--- config.mk ---
export PLATFORM = sky130hd
export DESIGN_NAME = cic_frame_writer
export DESIGN_NICKNAME = d
export VERILOG_FILES = /design/src/rtl/cic_frame_writer.sv
export SDC_FILE = /design/constraint.sdc
export NUM_CORES = 1
export LEC_CHECK = 0
export CORE_ASPECT_RATIO = 1.2
export CORE_UTILIZATION = 59
export DETAILED_ROUTE_END_ITERATION = 6
export GPL_ROUTABILITY_DRIVEN = 0
export PLACE_DENSITY_LB_ADDON = 0.12
export SYNTH_ARGS = -nofsm -noshare
export SYNTH_HDL_FRONTEND = slang
export SYNTH_SLANG_ARGS = --single-unit
--- constraint.sdc ---
create_clock -name clk -period 3.7 [get_ports clk]
set_clock_uncertainty 0.2 [all_clocks]
set_input_delay 0.74 -clock clk [delete_from_list [all_inputs] [get_ports clk]]
set_output_delay 0.74 -clock clk [all_outputs]
set_load 0.005 [all_outputs]
--- src/rtl/cic_frame_writer.sv ---
// cic_frame_writer: gain/saturate time-multiplexed CIC words and write them into ping-pong frame banks.
module cic_frame_writer #(
    parameter int CIC_WIDTH     = 22,
    parameter int CHANNELS      = 8,
    parameter int DATA_WIDTH    = 16,
    parameter int FRAME_SAMPLES = 256,
    parameter int SHIFT_WIDTH   = 5
) (
    input  logic                                                   clk,
    input  logic                                                   resetn,
    input  logic                                                   enable,
    input  logic [CIC_WIDTH-1:0]                                   cic_data,
    input  logic [$clog2(CHANNELS)-1:0]                            cic_channel,
    input  logic                                                   cic_valid,
    input  logic [SHIFT_WIDTH-1:0]                                 gain_shift,
    input  logic                                                   irq_ack,
    output logic [$clog2(FRAME_SAMPLES)+$clog2(CHANNELS):0]        mem_addr,
    output logic [DATA_WIDTH-1:0]                                  mem_data,
    output logic                                                   mem_we,
    output logic                                                   frame_irq,
    output logic                                                   frame_bank,
    output logic                                                   overrun
);
    localparam int CHW = $clog2(CHANNELS);
    localparam int SW  = $clog2(FRAME_SAMPLES);
    localparam int AW  = 1 + SW + CHW;
    localparam logic [DATA_WIDTH-1:0] DMAX = {1'b0, {(DATA_WIDTH-1){1'b1}}};
    localparam logic [DATA_WIDTH-1:0] DMIN = {1'b1, {(DATA_WIDTH-1){1'b0}}};

    typedef enum logic [1:0] {IDLE, ARMING, RUN} state_t;
    state_t state, state_n;

    logic                        accept, last_ch, wrap, ovf;
    logic                        bank, v1, last1, fc2;
    logic [SW-1:0]               sample_idx;
    logic signed [CIC_WIDTH-1:0] sh1;
    logic [AW-1:0]               addr1;
    logic [DATA_WIDTH-1:0]       sat;

    // IDLE with enable high behaves like ARMING so a channel-0 word right after reset release is kept
    always_comb begin
        accept  = enable && cic_valid && (state == RUN || cic_channel == '0);
        last_ch = cic_channel == CHW'(CHANNELS - 1);
        wrap    = accept && last_ch && sample_idx == SW'(FRAME_SAMPLES - 1);
        state_n = !enable ? IDLE : (state == RUN || accept) ? RUN : ARMING;
        ovf     = sh1[CIC_WIDTH-1:DATA_WIDTH-1] != {(CIC_WIDTH-DATA_WIDTH+1){sh1[CIC_WIDTH-1]}};
        sat     = ovf ? (sh1[CIC_WIDTH-1] ? DMIN : DMAX) : sh1[DATA_WIDTH-1:0];
    end

    always_ff @(posedge clk or negedge resetn)
        if (!resetn) state <= IDLE;
        else         state <= state_n;

    always_ff @(posedge clk or negedge resetn) begin
        if (!resetn) begin
            v1         <= 1'b0;
            last1      <= 1'b0;
            sh1        <= '0;
            addr1      <= '0;
            fc2        <= 1'b0;
            mem_we     <= 1'b0;
            mem_addr   <= '0;
            mem_data   <= '0;
            bank       <= 1'b0;
            sample_idx <= '0;
            frame_irq  <= 1'b0;
            frame_bank <= 1'b0;
            overrun    <= 1'b0;
        end else begin
            v1     <= accept;
            last1  <= wrap;
            mem_we <= enable && v1;
            fc2    <= enable && v1 && last1;
            if (accept) begin
                sh1   <= $signed(cic_data) >>> gain_shift;
                addr1 <= {bank, sample_idx, cic_channel};
            end
            if (enable && v1) begin
                mem_data <= sat;
                mem_addr <= addr1;
            end
            if (!enable) begin
                bank       <= 1'b0;
                sample_idx <= '0;
                frame_irq  <= 1'b0;
                frame_bank <= 1'b0;
                overrun    <= 1'b0;
            end else begin
                if (accept && last_ch) begin
                    sample_idx <= sample_idx + 1'b1;
                    bank       <= bank ^ wrap;
                end
                // mem_addr still holds the last word of the completed bank when fc2 is seen
                frame_irq <= fc2 || (frame_irq && !irq_ack);
                if (fc2 && frame_irq && !irq_ack) overrun <= 1'b1;
                if (fc2) frame_bank <= mem_addr[AW-1];
            end
        end
    end
endmodule

==> summary.txt <==
Die
  • Die area: 7780 um^2
  • Cell row count: 34
  • Die Width: between 80 and 90 um
  • Die Span Y: 96.4 um
  • # IOs: 67
  • Area of the core: 7230 um^2
  • Starting density of the core: 60.6%

Setup path
  • Crit. End Element: flop
  • Crit path DAT: ~2.9 ns
  • Critical-path top delay cell: clkdlybuf4s50_1
  • Startpoint types: primary input
  • Critical Path Most Common Cell: mux2i_1
  • Crit-path cells: clkdlybuf4s50_1 -> mux4_2 -> mux2i_1 -> mux2i_1 -> a221o_1
  • WS Path Type: primary input to flop
  • Worst-path fanout max: 9
  • Worst path max stage delay: between 0.7 and 0.8 ns
  • Required time of the critical path: 3.73 ns

Global route
  • GRT Util Overall: ~30%
  • First-pass GRT wire length: roughly 17000 um
  • Antenna violations before repair: 0
  • Vias in the first global route: 3641
  • GRT Residual Overflow: 0
  • Largest net degree at the start of global routing: 81

Layout
  • Finished Layout Cells: around 600
  • Diodes inserted: 0
  • Nets@finish: roughly 550
  • Share of cells above drive strength 1: 12.5%
  • FILL cells: 549
  • Layout area overhead: 22.4%

Yosys
  • YS warnings: 0
  • Post-synth top area share: 45.7%
  • Leading area contributor after synthesis: dfrtp_1
  • Dominant cells by area after synthesis: dfrtp_1 (46%), mux4_2 (13%), nand2_1 (8.0%)
  • Average cell area after synthesis: 9.80 um^2
  • Syn nets: 483
  • Post-synthesis sequential area ratio: 45.7%
  • Post-synth EDFFs: 0
  • Post-synthesis instance area: 4380 um^2
  • Top_reg_cell synth: dfrtp_1
  • Netlist cell types: 44
  • Ys async rst share: 100%
  • Post-Syn Instances: between 400 and 500
  • #FFs+latches synth: 80

Clocking
  • Clock Path Buffers: 2
  • Total clock sinks: 80
  • Clock Pin Slew Worst Setup and Hold Paths: 0.07 ns
  • Post-CTS Resized: 0
  • Num CTS Buffers: 9
  • CTS hold repair buffers: 0
  • Post-CTS setup buffers: 0
  • CTS root buf: clkbuf_8
  • Worst-skew pair later-pin latency: 0.34 ns
  • TritonCTS clock tree: yes
  • Number of H-tree levels: 3

Flow run
  • Max Cap Viol: 0

Route
  • # DRC: 0
  • Drt first pass iters: 5
  • WL per Instance: ~18 um
  • Vias/cell: a little over 6
  • Routed wire length: 10600 um
  • Post-route ant nets: 0
  • Vias: approximately 3.7k
  • Initial DRC Count: 191

STA
  • Minimum hold slack: 0.272 ns
  • Crit share post-route: 77.6%
  • Tmin final: between 2 and 3 ns
  • Final hold vios: 0
  • FMAX: 0.348 GHz
  • Pins Over Slew Limit: 0
  • Setup TNS: 0 ns
  • Slew headroom: between 30% and 40%
  • RSZ-0062 raised after global routing: false
  • Final WS setup: 0.828 ns
  • Final Setup Violations: 0
  • Slew @ Worst Pin: 0.997 ns

Placement
  • Cell Count Post-Placement: 588
  • Setup WS pre-CTS: 0.469 ns
  • Final HPWL DP: 7630 um
  • Port Buffers: between 60 and 70

Power and ir drop
  • Power density cells: 437 nW/um^2
  • Leakage power: 0.00230 uW
  • VDD IR max: between 200 and 250 uV
  • Final Power: 2340 uW

Status
  • Status: completed

Hold path
  • Hold Path Class: flop to flop
## registers in the layout, summed over array words and instances, names as in the netlist, 2 cells and up
| signal | count |
|---|---|
| sh1 | 22 |
| mem_data | 16 |
| addr1 | 12 |
| mem_addr | 12 |
| sample_idx | 8 |
| state | 2 |
## cell type report
class | count | area [um^2] | area share, %
clock buffers | 12 | 145 | 2.71
clock inverters | 3 | 90.1 | 1.68
inverters | 8 | 30.0 | 0.560
multi-input cells | 331 | 2220 | 41.3
flip-flops and latches | 80 | 2000 | 37.3
well taps | 90 | 113 | 2.10
repair buffers | 79 | 768 | 14.3
## metal layers
layer / wire (um) / GRT usage, % / vias up / part of all wire (%)
met5: 0 / 0 / - / 0
met4: 443 / 17.1 / 0 / 4.2
met3: 539 / 5.82 / 32 / 5.1
met2: 5520 / 52.2 / 147 / 52
met1: 4090 / 33.0 / 1803 / 39
li1: - / - / 1720 / -
## power breakdown
part | switching (uW) | internal [uW] | leakage [uW]
clock | 300 | 464 | 0.000117
sequential | 78.8 | 998 | 0.00102
combinational | 223 | 279 | 0.00116
## worst max-delay path: cells and delay by family
family / cells / cell delay, ns
compound gates: 1 / 0.33
buf+inv: 1 / 0.76
mux: 3 / 1.06
## cells in the final DEF (no fill, tap or decap), types with 3 or more instances in the layout
cell type | Yosys | final
buf_4 | 2 | 13
o21ai_0 | 35 | 35
clkbuf_8 | 0 | 10
and3_1 | 3 | 3
mux2i_1 | 16 | 16
o211ai_1 | 6 | 6
nand3_1 | 9 | 9
a21oi_1 | 31 | 31
o32a_1 | 4 | 4
nor3_1 | 11 | 11
nor2_1 | 47 | 47
nand2_1 | 93 | 93
inv_1 | 7 | 7
xnor2_1 | 6 | 6
nor2b_1 | 4 | 4
mux4_2 | 25 | 25
dfrtp_1 | 80 | 80
nor4_1 | 5 | 5
mux2_2 | 6 | 6
bufinv_16 | 0 | 3
nand2b_1 | 4 | 4
clkdlybuf4s50_1 | 0 | 65
## synthesized netlist by cell type, types with 2 or more instances
cell type,instances
a21oi_1,31
a221oi_1,2
a31oi_1,2
and3_1,3
and4_1,2
buf_1,4
buf_2,4
buf_4,2
buf_6,2
clkbuf_1,16
dfrtp_1,80
inv_1,7
mux2_2,6
mux2i_1,16
mux4_2,25
nand2_1,93
nand2b_1,4
nand3_1,9
nor2_1,47
nor2b_1,4
nor3_1,11
nor4_1,5
o211ai_1,6
o21ai_0,35
o221ai_1,2
o22a_1,2
o22ai_1,2
o32a_1,4
xnor2_1,6
## stage by stage
| step | util (%) | area, um^2 |
|---|---|---|
| floorplan | - | 4380 |
| CTS | 74.2 | 5370 |
| detailed placement | 70.9 | 5130 |
| global route | 74.2 | 5370 |
| global placement | 70.9 | 5130 |
| finish | 74.2 | 5370 |
## cell families after synthesis
logic type	Yosys count	share of synthesized area, %
AO/OA/AOI/OAI	90	12.1
flip-flops	80	45.7
AND/OR/NAND/NOR	187	18.9
multiplexers	47	18.0
XOR/XNOR	6	1.20
buffers and inverters	36	3.71
adder cells (fa/ha/maj)	1	0.286
## worst paths after layout
kind                               start     endpoint  slack, ns  cells after the start
max in group asynchronous         resetn      sh1[16]       2.31                      1
hold / removal                  addr1[6]  mem_addr[6]       0.27                      2
setup reg to reg                state[1]       sh1[4]       1.36                      5
setup / recovery           gain_shift[1]       sh1[4]       0.83                      5
min in group asynchronous         resetn  mem_addr[6]       0.36                      1
hold reg to reg                 addr1[6]  mem_addr[6]       0.27                      2
No activity file was read; power rests on OpenSTA's default activity.
==> RTL change (same settings) <==
Change the parameter `CIC_WIDTH` from 22 to 20.
--- a/src/rtl/cic_frame_writer.sv
+++ b/src/rtl/cic_frame_writer.sv
@@ -1,6 +1,6 @@
 // cic_frame_writer: gain/saturate time-multiplexed CIC words and write them into ping-pong frame banks.
 module cic_frame_writer #(
-    parameter int CIC_WIDTH     = 22,
+    parameter int CIC_WIDTH     = 20,
     parameter int CHANNELS      = 8,
     parameter int DATA_WIDTH    = 16,
     parameter int FRAME_SAMPLES = 256,
Interface: changed (resized cic_data); port bits go from 67 to 65. The function was not compared with the original's and may differ.
==> RTL change against the original RTL <==
Worst setup slack better by 91 ps. Power is 7.7% lower. Fmax is 3.3% higher. Worst hold slack hardly changed. Synthesized area is 4.0% lower. Cell count is 3.2% lower. Final area is 4.5% lower. Routed wire length is 14% lower. Non-clock buffer count is 1 lower. Critical path depth stayed put. Sequential cell count is 2 lower. Register-to-register slack better by 250 ps.
==> RTL change: results (changes against the original RTL) <==
critical path peak fanout 13 (+4); first-pass GRT wire length 15100 um (-11%); Max VDD drop 0.235 mV (-4.4%); layout cells sized above 1 15.3% (+2.8 points); Initial DRC Count 240 (+26%); 1st-pass router iterations 5 (unchanged); Crit path max-delay family simple AND/OR/NAND/NOR gates; Commonest cells post-synth nand2_1, dfrtp_1, nor2_1; CP max stage cell a2111o_1; Worst Hold Depth 2 (unchanged); CTS resizes 0 (unchanged); Top Registers sh1: 20 flops, mem_data: 16 flops; I/O Buffers 64 (-3.0%); Synth cell types 49 (+11%); Worst path max stage delay 560 ps (-200 ps); P_sw 0.643 mW (+7.0%); slew margin rel. 37.4% (+3.9 points); WL/cell 15.6 um (-11%); Synth area leaders dfrtp_1, nand2_1, mux4_2; R2R Path Start state[0]; Register-to-Register Setup Slack 1610 ps (+250 ps); final net count 526 (-3.5%); sequential-to-total area share from yosys stat 46.4% (+0.71 points); largest net degree at the start of global routing 79 (-2.5%); final setup fails 0 (unchanged); Worst-Skew Late Latency 370 ps (+30 ps); Leakage 2.21 nW (-3.7%); clock root buffer clkbuf_8; Post-Synthesis Net Count 468 (-3.1%); Hold Path Origin addr1[11]; Final ANT Viol Nets 0 (unchanged); post-CTS setup buffers 0 (unchanged); Top FF cell, synth dfrtp_1; synth warn 0 (unchanged); crit path launch cic_channel[2]; CTS H-tree depth 3 (unchanged); All-Layer GR Usage 26.5% (-3.0 points); asr flop ratio synth 100% (unchanged); n_diodes 0 (unchanged); hold path endpoint mem_addr[11]; post-DR vias/cell 5.92 (-3.5%); critical path arrival 2870 ps (-30 ps); R2R depth 4 (-1); initial antenna violation count 0 (unchanged); Reg clk slew, reported paths 90 ps (+20 ps); hpwl dp 6430 um (-16%); vias in the first global route 3124 (-14%); HP Class flop to flop; cts bufs inserted 9 (unchanged); status finished clean; Reg-to-Reg End sample_idx[6]; clk buf depth 2 (unchanged)
## RTL change: changes by cell type in the layout (fill, tap and decap cells not counted), moves of 6 or more
cell	unedited run	this run
o21ai_0	35	10
nand2_1	93	109
mux2_2	6	21
mux4_2	25	18
nand3_1	9	2
nor3_1	11	4
xnor2_1	6	0
## RTL change: worst reg2reg max path, stage by stage (launching register included)
cell,delay [ps]
dfrtp_1,360
nand2b_1,220
a2111o_1,540
or4_1,550
a21oi_1,150
## RTL change: cells by family (layout without fill, tap and decap cells)
group | Yosys count | after routing | share of synthesized area, %
XOR/XNOR | 1 | 1 | 0.208
adder cells (fa/ha/maj) | 1 | 1 | 0.297
AO/OA/AOI/OAI | 77 | 77 | 12.0
AND/OR/NAND/NOR | 185 | 185 | 18.6
buffers and inverters | 38 | 101 | 3.72
multiplexers | 54 | 54 | 18.8
flip-flops | 78 | 78 | 46.4
## RTL change: power by group through the flow
stage | Combinational (mW) | Clock [mW] | Sequential, mW
finish | 0.485 | 0.629 | 1.05
global route | 0.536 | 0.669 | 1.06
CTS | 0.487 | 0.638 | 1.05
detailed placement | 0.484 | 0 | 1.07
global placement | 0.472 | 0 | 1.06
floorplan | 0.250 | 0 | 1.06
## RTL change: per-layer routing
layer  vias up  share of wire, %  GRT usage [%]
met5         -                 0              0
met4         0               1.9           10.8
met3        17               5.5           5.70
met2       121                46           38.5
met1      1668                46           38.8
li1       1654                 -              -
## RTL change: worst max path at each step
stage                               end  slack (ps)
after global placement    sample_idx[6]         580
after detailed placement  sample_idx[6]         540
after CTS                 sample_idx[6]         940
after floorplan                  sh1[1]        1150
after global routing             sh1[0]         860
final                     sample_idx[6]         920
## RTL change: area by class of cell
class,count,area [um2]
clock buffers,9,124
clock inverters,7,72.6
fillers,507,1730
inverters,7,26.3
multi-input cells,318,2100
flip-flops and latches,78,1950
well taps,87,109
repair buffers,78,743
## RTL change: metrics by stage
stage	instance area, um2	std cells	total power, mW	worst slack, ps	hold WS, ps
4_1_cts	5120	584	2.17	936	276
6_report	5120	584	2.16	919	272
2_1_floorplan	4210	434	1.31	1150	239
3_5_place_dp	4930	568	1.55	542	254
5_1_grt	5120	584	2.27	855	289
3_3_place_gp	4930	568	1.53	581	247
